### config.mk
export PLATFORM = sky130hd
export DESIGN_NAME = weight_bank_b2_flat
export DESIGN_NICKNAME = d
export VERILOG_FILES = /design/src/rtl/ecgai_b2_pkg.sv /design/src/rtl/weight_bank_b2_if.sv /design/src/rtl/onehot_rise_detect.sv /design/src/rtl/weight_bank_b2.sv /design/src/flat_wrapper.sv
export SDC_FILE = /design/constraint.sdc
export NUM_CORES = 1
export LEC_CHECK = 0
export ABC_AREA = 1
export BUFFER_PORTS_ARGS = -buffer_cell sky130_fd_sc_hd__buf_2
export CAP_MARGIN = 10
export CELL_PAD_IN_SITES_DETAIL_PLACEMENT = 1
export CELL_PAD_IN_SITES_GLOBAL_PLACEMENT = 1
export CORE_UTILIZATION = 40
export CTS_CLUSTER_DIAMETER = 30
export CTS_CLUSTER_SIZE = 8
export DETAILED_ROUTE_END_ITERATION = 7
export GPL_TIMING_DRIVEN = 0
export PLACE_DENSITY = 0.68
export SLEW_MARGIN = 30
export SYNTH_ARGS = -nofsm -noshare
export SYNTH_HDL_FRONTEND = slang
export SYNTH_SLANG_ARGS = --single-unit
export TNS_END_PERCENT = 100
### constraint.sdc
create_clock -name clk -period 9 [get_ports clk]
set_input_delay 1.8 -clock clk [delete_from_list [all_inputs] [get_ports clk]]
set_output_delay 1.8 -clock clk [all_outputs]
set_load 0.01 [all_outputs]
### src/rtl/ecgai_b2_pkg.sv
// rtl/ecgai_b2_pkg.sv - shared block-2 constants, weight-set type and bank FSM encoding
package ecgai_b2_pkg;

    localparam int N_CH    = 16;
    localparam int N_W     = 8;
    localparam int W_BITS  = 7;
    localparam int WS_BITS = N_W * W_BITS;
    localparam int CH_BITS = $clog2(N_CH);

    typedef logic [WS_BITS-1:0] weight_set_t;

    typedef enum logic [1:0] {
        ST_LOAD      = 2'd0,
        ST_DONE_WAIT = 2'd1,
        ST_READY     = 2'd2
    } bank_state_t;

    // Bit j flags weight slot [j*W_BITS +: W_BITS] as nonzero, so bit N_W-1 maps to w_0.
    function automatic logic [N_W-1:0] nonzero_mask(input weight_set_t ws);
        logic [N_W-1:0] m;
        m = '0;
        for (int j = 0; j < N_W; j++) begin
            m[j] = |ws[j*W_BITS +: W_BITS];
        end
        return m;
    endfunction

endpackage

### src/rtl/weight_bank_b2_if.sv
// rtl/weight_bank_b2_if.sv - PE-side read port of the block-2 weight bank; rd_mask exists only with WB_ZERO_MASK_EN
interface weight_bank_b2_if;
    import ecgai_b2_pkg::*;

    logic               rd_en;
    logic [CH_BITS-1:0] rd_ch;
    logic               rd_valid;
    weight_set_t        rd_weights;
`ifdef WB_ZERO_MASK_EN
    logic [N_W-1:0]     rd_mask;

    modport master (output rd_en, rd_ch, input rd_valid, rd_weights, rd_mask);
    modport slave  (input rd_en, rd_ch, output rd_valid, rd_weights, rd_mask);
`else
    modport master (output rd_en, rd_ch, input rd_valid, rd_weights);
    modport slave  (input rd_en, rd_ch, output rd_valid, rd_weights);
`endif
endinterface

### src/rtl/onehot_rise_detect.sv
// rtl/onehot_rise_detect.sv - rising-edge detector on the loader thermometer with one-hot index decode
module onehot_rise_detect #(
    parameter int N  = 16,
    parameter int IW = $clog2(N)
) (
    input  logic          clk,
    input  logic          rst_n,
    input  logic          clear,
    input  logic [N-1:0]  nwv,
    output logic [N-1:0]  rise,
    output logic [IW-1:0] idx,
    output logic          one_hot,
    output logic          multi
);

    logic [N-1:0] nwv_q;

    always_ff @(posedge clk) begin
        if (rst_n || clear) begin
            nwv_q <= '0;
        end else begin
            nwv_q <= nwv;
        end
    end

    assign rise    = nwv & ~nwv_q;
    assign one_hot = $onehot(rise);
    assign multi   = (rise != '0) && !$onehot(rise);

    always_comb begin
        idx = '0;
        for (int i = 0; i < N; i++) begin
            if (rise[i]) idx = i[IW-1:0];
        end
    end

endmodule

### src/rtl/weight_bank_b2.sv
// rtl/weight_bank_b2.sv - block-2 weight register bank: captures loader channels, serves 1-cycle reads.
// Optional macro WB_ZERO_MASK_EN adds the registered nonzero-weight mask on the read port.
module weight_bank_b2
    import ecgai_b2_pkg::*;
#(
    parameter int N_CH   = 16,
    parameter int N_W    = 8,
    parameter int W_BITS = 7
) (
    input  logic                    clk,
    input  logic                    rst_n,
    input  logic [N_W*W_BITS-1:0]   w_in,
    input  logic [N_CH-1:0]         new_weight_val,
    input  logic                    weight_trans_done,
    input  logic                    clear,
    weight_bank_b2_if.slave         rd,
    output logic                    weights_ready,
    output logic                    load_err
);

    localparam int IW = $clog2(N_CH);

    logic [N_W*W_BITS-1:0] bank [N_CH];
    logic [N_CH-1:0]       valid_map;
    logic [N_CH-1:0]       vm_next;
    bank_state_t           state;
    logic                  done_q;

    logic [N_CH-1:0] rise;
    logic [IW-1:0]   idx;
    logic            one_hot;
    logic            multi;
    logic            capture;
    logic            bad_rise;
    logic            done_rise;
    logic            rd_take;

    onehot_rise_detect #(.N(N_CH), .IW(IW)) u_rise (
        .clk     (clk),
        .rst_n   (rst_n),
        .clear   (clear),
        .nwv     (new_weight_val),
        .rise    (rise),
        .idx     (idx),
        .one_hot (one_hot),
        .multi   (multi)
    );

    // A rise is only captured into an empty slot while loading; everything else is a protocol fault.
    always_comb begin
        vm_next = valid_map;
        capture = 1'b0;
        if (state == ST_LOAD && one_hot && !valid_map[idx]) begin
            capture      = 1'b1;
            vm_next[idx] = 1'b1;
        end
    end

    assign bad_rise  = multi || (one_hot && valid_map[idx]) || ((rise != '0) && state != ST_LOAD);
    assign done_rise = weight_trans_done && !done_q && state == ST_LOAD;
    assign rd_take   = (state == ST_READY) && rd.rd_en;

    always_ff @(posedge clk) begin
        if (rst_n) begin
            state         <= ST_LOAD;
            valid_map     <= '0;
            done_q        <= 1'b0;
            load_err      <= 1'b0;
            weights_ready <= 1'b0;
            rd.rd_valid   <= 1'b0;
            rd.rd_weights <= '0;
`ifdef WB_ZERO_MASK_EN
            rd.rd_mask    <= '0;
`endif
            for (int k = 0; k < N_CH; k++) begin
                bank[k] <= '0;
            end
        end else begin
            done_q <= weight_trans_done;
            if (clear) begin
                state         <= ST_LOAD;
                valid_map     <= '0;
                load_err      <= 1'b0;
                weights_ready <= 1'b0;
                rd.rd_valid   <= 1'b0;
            end else begin
                if (capture) bank[idx] <= w_in;
                valid_map <= vm_next;
                if (bad_rise || done_rise) load_err <= 1'b1;
                weights_ready <= (state == ST_READY);

                case (state)
                    ST_LOAD:      if (&vm_next) state <= weight_trans_done ? ST_READY : ST_DONE_WAIT;
                    ST_DONE_WAIT: if (weight_trans_done) state <= ST_READY;
                    default:      state <= state;
                endcase

                rd.rd_valid <= rd_take;
                if (rd_take) begin
                    rd.rd_weights <= bank[rd.rd_ch];
`ifdef WB_ZERO_MASK_EN
                    rd.rd_mask    <= nonzero_mask(bank[rd.rd_ch]);
`endif
                end
            end
        end
    end

endmodule

### src/flat_wrapper.sv
// flat-port wrapper written by rule: the top's interface ports become plain ports
module weight_bank_b2_flat import ecgai_b2_pkg::*;
#(
    parameter int N_CH   = 16,
    parameter int N_W    = 8,
    parameter int W_BITS = 7
)
  (clk, rst_n, w_in, new_weight_val, weight_trans_done, clear, weights_ready, load_err, rd_rd_en, rd_rd_ch, rd_rd_valid, rd_rd_weights);
  weight_bank_b2_if rd_i ();
  input  logic clk;
  input  logic rst_n;
  input  logic [N_W*W_BITS-1:0] w_in;
  input  logic [N_CH-1:0] new_weight_val;
  input  logic weight_trans_done;
  input  logic clear;
  output logic weights_ready;
  output logic load_err;
  input wire logic [$bits(rd_i.rd_en)-1:0] rd_rd_en;
  input wire logic [$bits(rd_i.rd_ch)-1:0] rd_rd_ch;
  output wire logic [$bits(rd_i.rd_valid)-1:0] rd_rd_valid;
  output wire logic [$bits(rd_i.rd_weights)-1:0] rd_rd_weights;
  assign rd_i.rd_en = rd_rd_en;
  assign rd_i.rd_ch = rd_rd_ch;
  assign rd_rd_valid = rd_i.rd_valid;
  assign rd_rd_weights = rd_i.rd_weights;
  weight_bank_b2 #(.N_CH(N_CH), .N_W(N_W), .W_BITS(W_BITS)) u_core (.clk(clk), .rst_n(rst_n), .w_in(w_in), .new_weight_val(new_weight_val), .weight_trans_done(weight_trans_done), .clear(clear), .rd(rd_i), .weights_ready(weights_ready), .load_err(load_err));
endmodule
======== Word-level counts from Yosys, hierarchy flattened ========
Memories as Yosys holds them, arrays and structs flattened. A register that Yosys moved wholly into a read port is not among the register bits.
Cells that the tools add are included.
storage, ports and cells
  flip-flop bits (word level) ............. 38
  RAM bits ................................ 896
  input port bits ......................... 81
  output and inout port bits .............. 59
  logic and storage cells ................. 93
  memories kept ........................... 1
cells by class
  $add $sub $neg .......................... 15
  order comparisons ....................... 2
  equality and inequality tests ........... 5
  mux-type cells .......................... 34
  bitwise operators ....................... 4
  reduce and logical (&&, ||, !) cells .... 25
memory list
  name         depth  bits a word  read ports  clocked after memory_dff  write ports  line                  source
  u_core.bank  16     56           1           1                         16           weight_bank_b2.sv:23  logic [N_W*W_BITS-1:0] bank [N_CH];
operator list
  operator            number
  $mux 4              15
  $mux 56             1
  $reduce_or 56->1    1
  $add 1x1->2         8
  $and 16x16->16      1
  $mux 16             1
  $not 16->16         1
  $or 16x16->16       1
  $reduce_and 16->1   1
  $reduce_bool 16->1  1
  $add 2x2->3         4
  $mux 1              11
  $logic_and 1x1->1   9
  $add 3x3->4         2
  $mux 2              3
  $add 4x4->5         1
  $eq 5x1->1 const B  1
  $lt 4x5->1 const B  1
  $bmux 1 s4          1
  $demux 1 s4         1
  $ge 4x1->1 const B  1
  $logic_or 1x1->1    4
  $ne 2x2->1 const B  2
  $pmux 2 s2          1
  other kinds (9)     12

======== Logic depth before layout (Yosys ltp) ========
Gate-level depths: netlist (run 1).
  word-level depth ........................ 28
  gate-level depth with buffers ........... 32
  depth with buffers taken out ............ 31

======== Modules after synthesis ========
Synthesis (run 1) repeated with hierarchy kept, for this count alone.
unflattened totals
  cells, all modules ...................... 4250
  area, all modules ....................... 43352.8 sq um
by module, submodules not included
  module              times used  cells an instance  area an instance (sq um)  sequential area each (sq um)
  weight_bank_b2      1           4088               42184.2                   28467.3
  onehot_rise_detect  1           162                1168.6                    320.3

======== Worst setup path after synthesis (run 1) ========
No wires, ideal clock.
  path type ............................... input to register
  start ................................... input port new_weight_val[13]
  end ..................................... memory u_core.bank[10][0] (netlist name) (enable)
  setup time .............................. 0.415 ns
  data arrival time ....................... 7.926 ns
  required time ........................... 8.585 ns
  slack ................................... 0.659 ns
  stages on the path ...................... 20
  buffers on the path ..................... 4
  path through ............................ inv_1 or2_1 buf_2 fa_1 fa_1 fa_1 fa_1 inv_1 ha_1 fa_1 nor4_1 o211ai_1 nor2_1 nand3_4 inv_2 buf_4 nand4_1 buf_2 buf_2 nand2_1
RTL lines
  what         line                  source
  from (decl)  flat_wrapper.sv:13    input logic [N_CH-1:0] new_weight_val;
  to (decl)    weight_bank_b2.sv:23

==> flow_metrics.env, run 1 <==
export IMPL_hold_buffers=0
export IMPL_required_ns=9.46
export IMPL_cts_buffer_depth=3
export IMPL_viasPerCell=5.65
export IMPL_antenna_found_initial=6
export IMPL_finalCritPeriodShare_pct=96.1
export IMPL_crit_fanout=30
export IMPL_hold_ws_ns=0.488
export IMPL_end_kind="register"
export IMPL_dr_pass1_iters=5
export IMPL_worstMarginPinSlew_ns=1.12
export IMPL_start_kind="input port"
export IMPL_cts_root_buf="clkbuf_16"
export IMPL_post_cts_buffers=0
export IMPL_cts_tree="done"
export IMPL_hpwl_mm=113
export IMPL_min_to="u_core.load_err"
export IMPL_h_tree_depth=4
export IMPL_max_stage_delay_ns=0.68
export IMPL_relSlewSlack_pct=25.6
export IMPL_ys_warn_count=0
export IMPL_synth_edff_count=896
export IMPL_powerDensity_nw_per_um2=272
export IMPL_path_class="in2reg"
export IMPL_routed_wl_mm=173
export IMPL_setup_viol=0
export IMPL_fin_util_pct=50.7
export IMPL_crit_family="simple AND/OR/NAND/NOR gates"
export IMPL_netlist_instances=4205
export IMPL_ys_seq_area_share_pct=65.1
export IMPL_regArea_sq_um=28800
export IMPL_syn_num_nets=4302
export IMPL_clock_sinks=990
export IMPL_fmax_mhz=116
export IMPL_p_leak_nw=22.6
export IMPL_postSynth_asyncResetShare_pct=0
export IMPL_die_x_um=335
export IMPL_start_util_pct=40.5
export IMPL_multi_input_area_sq_um=12600
export IMPL_cap_violations=0
export IMPL_ant_nets=0
export IMPL_grt_start_max_net_pins=34
export IMPL_wl_per_cell_um=27.5
export IMPL_drc=0
export IMPL_slew_viol_final=0
export IMPL_die_y_um=335
export IMPL_ys_flop_type="edfxtp_1"
export IMPL_grt_pass1_vias=36464
export IMPL_r2r_cells=19
export IMPL_min_period_ns=8.65
export IMPL_vdd_drop_max_v=0.000174
export IMPL_rsz0062_at_grt="no"
export IMPL_crit_chain="buf_2 > inv_2 > nor2_1 > inv_2 > fa_1 > fa_1 > fa_1 > fa_1 > inv_1 > ha_1 > fa_1 > nor4_1 > o211ai_1 > nor2_1 > nand3_4 > nor2_2 > nand3_1 > buf_2 > buf_1 > nand2_4 > buf_12"
export IMPL_r2r_end="u_core.bank[0][34]"
export IMPL_synth_cell_types=38
export IMPL_hp_start="u_core.load_err"
export IMPL_r2r_slack_ns=1.18
export IMPL_insertion_delay_ns=0.81
export IMPL_drive_gt1_share_pct=13.7
export IMPL_final_setup_tns_ns=0
export IMPL_worst_path_max_delay_cell="nor2_1"
export IMPL_synth_area_per_cell_sq_um=10.5
export IMPL_layout_common_cells="nor2_1 (1,089), edfxtp_1 (896), o21ai_0 (548)"
export IMPL_path_depth=21
export IMPL_syn_to_final_growth_pct=25.3
export IMPL_core_rowCount=121
export IMPL_cts_repair_resized=0
export IMPL_dpl_cell_count=5839
export IMPL_place_congestion=0.874
export IMPL_hold_depth=1
export IMPL_finalNonFillerCells=6274
export IMPL_n_fill_cell=11821
export IMPL_io_pins=140
export IMPL_grt_first_pass_wirelength_mm=246
export IMPL_skew_ns=0.0304
export IMPL_crit_arrival_ns=9.10
export IMPL_layout_commonest_cell="nor2_1"
export IMPL_dr_first_iter_drc_count=3958
export IMPL_status="finished, final reports clean"
export IMPL_grt_usage_pct=30.6
export IMPL_synth_seq_cells=990
export IMPL_fin_nets=4688
export IMPL_numCtsBuffers=225
export IMPL_die_area_sq_um=112000
export IMPL_numPortBuffers=136
export IMPL_startpoint="new_weight_val[15]"
export IMPL_timing_rr_start="u_core.u_rise.nwv_q[15]"
export IMPL_crit_top_cell="fa_1"
export IMPL_hold_viol_final=0
export IMPL_vias=35436
export IMPL_grt_overflow=0
export IMPL_core_area_sq_um=109000
export IMPL_min_path_type="reg2reg"
export IMPL_netlist_area_sq_um=44200
export IMPL_crit_buf_inv=7
export IMPL_clk_pin_slew_ns=0.05
[power by group]
group	internal, W	total [W]	leakage (nW)	switching (W)
sequential	0.00522	0.00528	9.96	0.0000589
clock	0.00590	0.00863	3.86	0.00273
combinational	0.000311	0.00118	8.81	0.000871
[state kept, by name, summed over array words and instances (netlist names)]
name and count:
u_core.u_rise.nwv_q 16, u_core.rd.rd_valid 1, u_core.valid_map 16, u_core.bank 896
u_core.state 2, u_core.rd.rd_weights 56, u_core.done_q 1, u_core.load_err 1
u_core.weights_ready 1
[logic make-up (layout without fill, tap and decap cells)]
logic type	after synthesis	after routing	synth area share [%]
AND/OR/NAND/NOR	1251	1251	11.1
other	0	4	0
flip-flops	990	990	65.1
multiplexers	224	224	5.07
AO/OA/AOI/OAI	957	957	11.4
buffers and inverters	767	1356	6.69
adder cells (fa/ha/maj)	16	16	0.605
[layout make-up]
cell class	instances	share of cell area [%]
timing repair buffer	159	2.07
inverter	428	2.90
clock inverter	155	3.41
antenna	4	0.0181
multi-input combinational	2448	22.8
buffer	339	2.51
sequential	990	52.0
tap	1476	3.33
clock buffer	275	11.0
[per-stage QoR]
| stage | instance area [sq um] | total power (W) | worst slack, ns |
|---|---|---|---|
| after floorplan | 44200 | 0.00602 | 0.659 |
| final | 55400 | 0.0151 | 0.352 |
| after global routing | 55400 | 0.0154 | 0.0182 |
| after CTS | 55400 | 0.0151 | 0.321 |
| after detailed placement | 47400 | 0.00651 | -0.502 |
| after global placement | 46800 | 0.00645 | -2.25 |
[layer usage]
metal	track usage (%)	up-vias	share of wire [%]
li1	-	15163	-
met1	39.6	18075	40
met2	49.3	1768	46
met3	5.96	426	8.8
met4	14.9	4	4.7
met5	0	-	0.016
[synthesized netlist by cell type, types with 2 or more instances]
| master | n | area share, % |
|---|---|---|
| buf_1 | 53 | 0.45 |
| nand3_4 | 3 | 0.12 |
| nor2_1 | 1089 | 9.2 |
| inv_2 | 8 | 0.068 |
| or2_1 | 6 | 0.085 |
| nand2_4 | 4 | 0.10 |
| or2_2 | 2 | 0.028 |
| inv_1 | 417 | 3.5 |
| buf_2 | 54 | 0.61 |
| nor2_2 | 4 | 0.057 |
| a21oi_1 | 289 | 3.3 |
| mux2i_1 | 224 | 5.1 |
| nand4_1 | 23 | 0.33 |
| o32ai_1 | 15 | 0.30 |
| o21ai_1 | 3 | 0.034 |
| nand2_1 | 88 | 0.75 |
| o21bai_1 | 58 | 0.98 |
| ha_1 | 7 | 0.20 |
| dfxtp_1 | 94 | 4.3 |
| nand3_1 | 24 | 0.27 |
| edfxtp_1 | 896 | 61 |
| nor3_1 | 2 | 0.023 |
| clkinv_1 | 3 | 0.025 |
| fa_1 | 9 | 0.41 |
| clkbuf_1 | 230 | 2.0 |
| o22ai_1 | 41 | 0.58 |
| o21ai_0 | 548 | 6.2 |
[worst reg2reg max path: cells and delay by family, from the launching register on]
family	cells	cell delay, ns
buffers and inverters	5	1.36
AO/OA/AOI/OAI	1	0.22
adder cells (fa/ha/maj)	6	2.77
flip-flops	1	0.29
AND/OR/NAND/NOR	7	2.81
[worst max-delay path by stage]
| stage | to | slack (ns) |
|---|---|---|
| after floorplan | u_core.bank[10][0] | 0.66 |
| after global placement | u_core.bank[12][34] | -2.25 |
| after detailed placement | u_core.bank[0][33] | -0.50 |
| after CTS | u_core.bank[0][34] | 0.32 |
| after global routing | u_core.bank[0][34] | 0.02 |
| final | u_core.bank[0][34] | 0.35 |
Note: power is estimated with default switching activity, not from simulation.
==> run 2, diff against run 1 <==
--- a/config.mk
+++ b/config.mk
@@ -15,9 +15,10 @@
 export CTS_CLUSTER_SIZE = 8
 export DETAILED_ROUTE_END_ITERATION = 7
 export GPL_TIMING_DRIVEN = 0
-export PLACE_DENSITY = 0.68
+export PLACE_DENSITY = 0.69
 export SLEW_MARGIN = 30
 export SYNTH_ARGS = -nofsm -noshare
 export SYNTH_HDL_FRONTEND = slang
+export SYNTH_HIERARCHICAL = 1
 export SYNTH_SLANG_ARGS = --single-unit
 export TNS_END_PERCENT = 100
==> run 2 against run 1 <==
  * Non-clock buffer count rose by 20
  * Worst hold slack got worse by 0.011 ns
  * Routed wire length rose by 8.9%
  * Register-to-register slack improved by 1.3 ns
  * Combinational power barely moved
  * Synthesized cell count rose by 1.1%
  * Largest cell class unchanged
  * Largest power group unchanged
==> flow_metrics.env, run 2 <==
export IMPL_status="finished, final reports clean"
export IMPL_topRoutingLayerUsed="met5"
export IMPL_powerDensity_nw_per_um2=265
export IMPL_hpwl_mm=131
export IMPL_postSynth_asyncResetShare_pct=0
export IMPL_setup_viol=0
export IMPL_clk_pin_slew_ns=0.05
export IMPL_core_rowCount=120
export IMPL_syn_to_final_growth_pct=23.4
export IMPL_dr_pass1_iters=6
export IMPL_ys_warn_count=6
export IMPL_layout_common_cells="nor2_1 (1,547), edfxtp_1 (896), o21ai_0 (543)"
export IMPL_path_class="in2reg"
export IMPL_r2r_end="u_core/bank[4][33]"
export IMPL_post_cts_buffers=0
export IMPL_end_kind="register"
export IMPL_min_path_type="reg2reg"
export IMPL_largest_reg_flops=896
export IMPL_netlist_instances=4250
export IMPL_cts_tree="done"
export IMPL_hp_start="u_core/valid_map[5]"
export IMPL_hold_depth=2
export IMPL_min_to="u_core/valid_map[5]"
export IMPL_r2r_cells=20
export IMPL_cts_root_buf="clkbuf_16"
export IMPL_r2r_slack_ns=2.45
export IMPL_power_w=0.0142
export IMPL_synth_seq_cells=990
export IMPL_ys_seq_area_share_pct=66.4
export IMPL_drive_gt1_share_pct=13.0
export IMPL_muxShareOfSynthArea_pct=0
export IMPL_p_leak_nw=21.0
export IMPL_synth_area_top_cells="edfxtp_1 (62%), nor2_1 (13%), o21ai_0 (6.3%)"
export IMPL_hold_buffers=0
export IMPL_numCtsBuffers=217
export IMPL_synth_edff_count=896
export IMPL_fmax_mhz=136
export IMPL_core_area_sq_um=107000
export IMPL_insertion_delay_ns=0.79
export IMPL_hold_viol_final=0
export IMPL_start_kind="input port"
export IMPL_synth_most_common_cell="nor2_1"
export IMPL_grt_overflow=0
export IMPL_die_y_um=331
export IMPL_h_tree_depth=4
export IMPL_cap_violations=0
export IMPL_clock_sinks=990
export IMPL_cts_repair_resized=0
export IMPL_synth_common_cells="nor2_1 (1,547), edfxtp_1 (896), o21ai_0 (543)"
export IMPL_synth_compound_area_share_pct=12.4
export IMPL_synth_top_area_share_pct=62.1
export IMPL_regMostFlops="u_core/bank"
export IMPL_netlist_area_sq_um=43400
export IMPL_met1_length_mm=68.8
export IMPL_synth_simple_gate_area_share_pct=15.1
export IMPL_finalCritPeriodShare_pct=81.7
export IMPL_synth_area_per_cell_sq_um=10.2
export IMPL_rsz0062_at_grt="no"
export IMPL_die_area_sq_um=110000
export IMPL_routed_wl_mm=188
export IMPL_vdd_drop_max_v=0.000211
export IMPL_crit_arrival_ns=7.82
export IMPL_required_ns=9.47
export IMPL_layout_commonest_cell="nor2_1"
export IMPL_cts_buffer_depth=3
export IMPL_skew_ns=0.0349
export IMPL_dr_first_iter_drc_count=4872
export IMPL_ys_flop_type="edfxtp_1"
export IMPL_fin_util_pct=49.9
export IMPL_timing_rr_start="u_core/u_rise/nwv_q[11]"
export IMPL_ant_nets=0
export IMPL_drc=0
export IMPL_worstMarginPinSlew_ns=1.11
export IMPL_place_congestion=0.996
export IMPL_synth_cell_types=38
export IMPL_io_pins=140
export IMPL_synth_xor_area_share_pct=0
export IMPL_crit_fanout=35
export IMPL_fin_nets=4726
export IMPL_slew_viol_final=0
export IMPL_vias=37147
export IMPL_viasPerCell=5.97
export IMPL_grt_start_max_net_pins=41
export IMPL_min_period_ns=7.35
export IMPL_synth_fa_ha_area_share_pct=0.785
export IMPL_grt_usage_pct=33.6
export IMPL_met2WireLength_mm=86.6
export IMPL_relSlewSlack_pct=26.3
export IMPL_syn_num_nets=4354
export IMPL_die_x_um=331
export IMPL_antenna_found_initial=8
export IMPL_wl_per_cell_um=30.2
export IMPL_numPortBuffers=136
export IMPL_met3_length_mm=19.4
export IMPL_grt_first_pass_wirelength_mm=262
export IMPL_synth_top_family_by_area="simple AND/OR/NAND/NOR gates"
export IMPL_start_util_pct=40.4
export IMPL_yosysTopAreaCell="edfxtp_1"
export IMPL_grt_pass1_vias=37876
export IMPL_reg_top3="u_core/bank (896), u_core/rd.rd_weights (56)"
## run 2: cell types whose count changed after synthesis, sizes merged, moves of 9 or more
cell and delta:
buf -22, inv -233, nand2 +31, clkbuf +48, a21oi -219, nor2 +458, nand4 -22, ha +9
mux2i -224, o22ai +218
## run 2: how the worst max path moves through the flow
| stage | startpoint | to | slack (ns) | cells after the start |
|---|---|---|---|---|
| finish | new_weight_val[0] | u_core/bank[4][33] | 1.65 | 24 |
| global route | new_weight_val[0] | u_core/bank[4][33] | 1.29 | 24 |
| CTS | new_weight_val[0] | u_core/bank[4][42] | 1.61 | 24 |
| detailed placement | new_weight_val[0] | u_core/bank[4][28] | 0.78 | 24 |
| global placement | new_weight_val[0] | u_core/bank[4][39] | -0.77 | 23 |
| floorplan | new_weight_val[0] | u_core/bank[0][0] | 1.44 | 23 |
## run 2: layout make-up
| class | count | area (sq um) |
|---|---|---|
| diodes | 5 | 12.5 |
| fillers | 11794 | 53700 |
| clock inverters | 155 | 1510 |
| plain buffers | 365 | 1600 |
| inverters | 194 | 728 |
| clock buffers | 252 | 5600 |
| flip-flops and latches | 990 | 28800 |
| well taps | 1403 | 1760 |
| repair buffers | 153 | 1070 |
| multi-input cells | 2701 | 12400 |
## run 2: kinds of logic (layout without fill, tap and decap cells)
| logic type | count (synthesis) | count (layout) |
|---|---|---|
| AOI/OAI and AO/OA | 962 | 962 |
| adders and majority gates | 23 | 23 |
| buffers and inverters | 559 | 1119 |
| DFF | 990 | 990 |
| other | 0 | 5 |
| and+or+nand+nor | 1716 | 1716 |
## run 2: critical path, stage by stage
cell	delay (ns)
buf_2	0.08
inv_1	0.04
nor2_1	0.13
inv_1	0.08
ha_1	0.27
ha_1	0.28
ha_1	0.18
ha_1	0.30
fa_1	0.49
ha_1	0.32
inv_1	0.06
fa_1	0.45
nor2_1	0.10
nand2_1	0.06
a2111oi_1	0.72
inv_1	0.10
nor2_1	0.41
nand2_2	0.12
clkinv_1	0.19
nand3_1	0.31
buf_4	0.32
buf_2	0.27
nand2_4	0.38
buf_16	0.28
## run 2: power breakdown
group | internal, W | switching [W] | total [W]
clock network | 0.00509 | 0.00259 | 0.00768
registers | 0.00521 | 0.0000589 | 0.00527
logic | 0.000276 | 0.000930 | 0.00121
## run 2: through the flow
step	worst slack (ns)	hold slack (ns)	cells	cell area, sq um	setup TNS [ns]
2_1_floorplan	1.44	0.449	4250	43400	0
3_3_place_gp	-0.768	0.458	5789	45800	-550.14
3_5_place_dp	0.780	0.471	5806	46300	0
4_1_cts	1.61	0.479	6213	53500	0
5_1_grt	1.29	0.509	6213	53500	0
6_report	1.65	0.477	6218	53500	0
## run 2: layer usage
metal,vias to the layer above,track usage [%]
met1,18791,40.9
met2,2326,53.8
met5,-,0
li1,15466,-
met4,10,21.8
met3,554,7.67
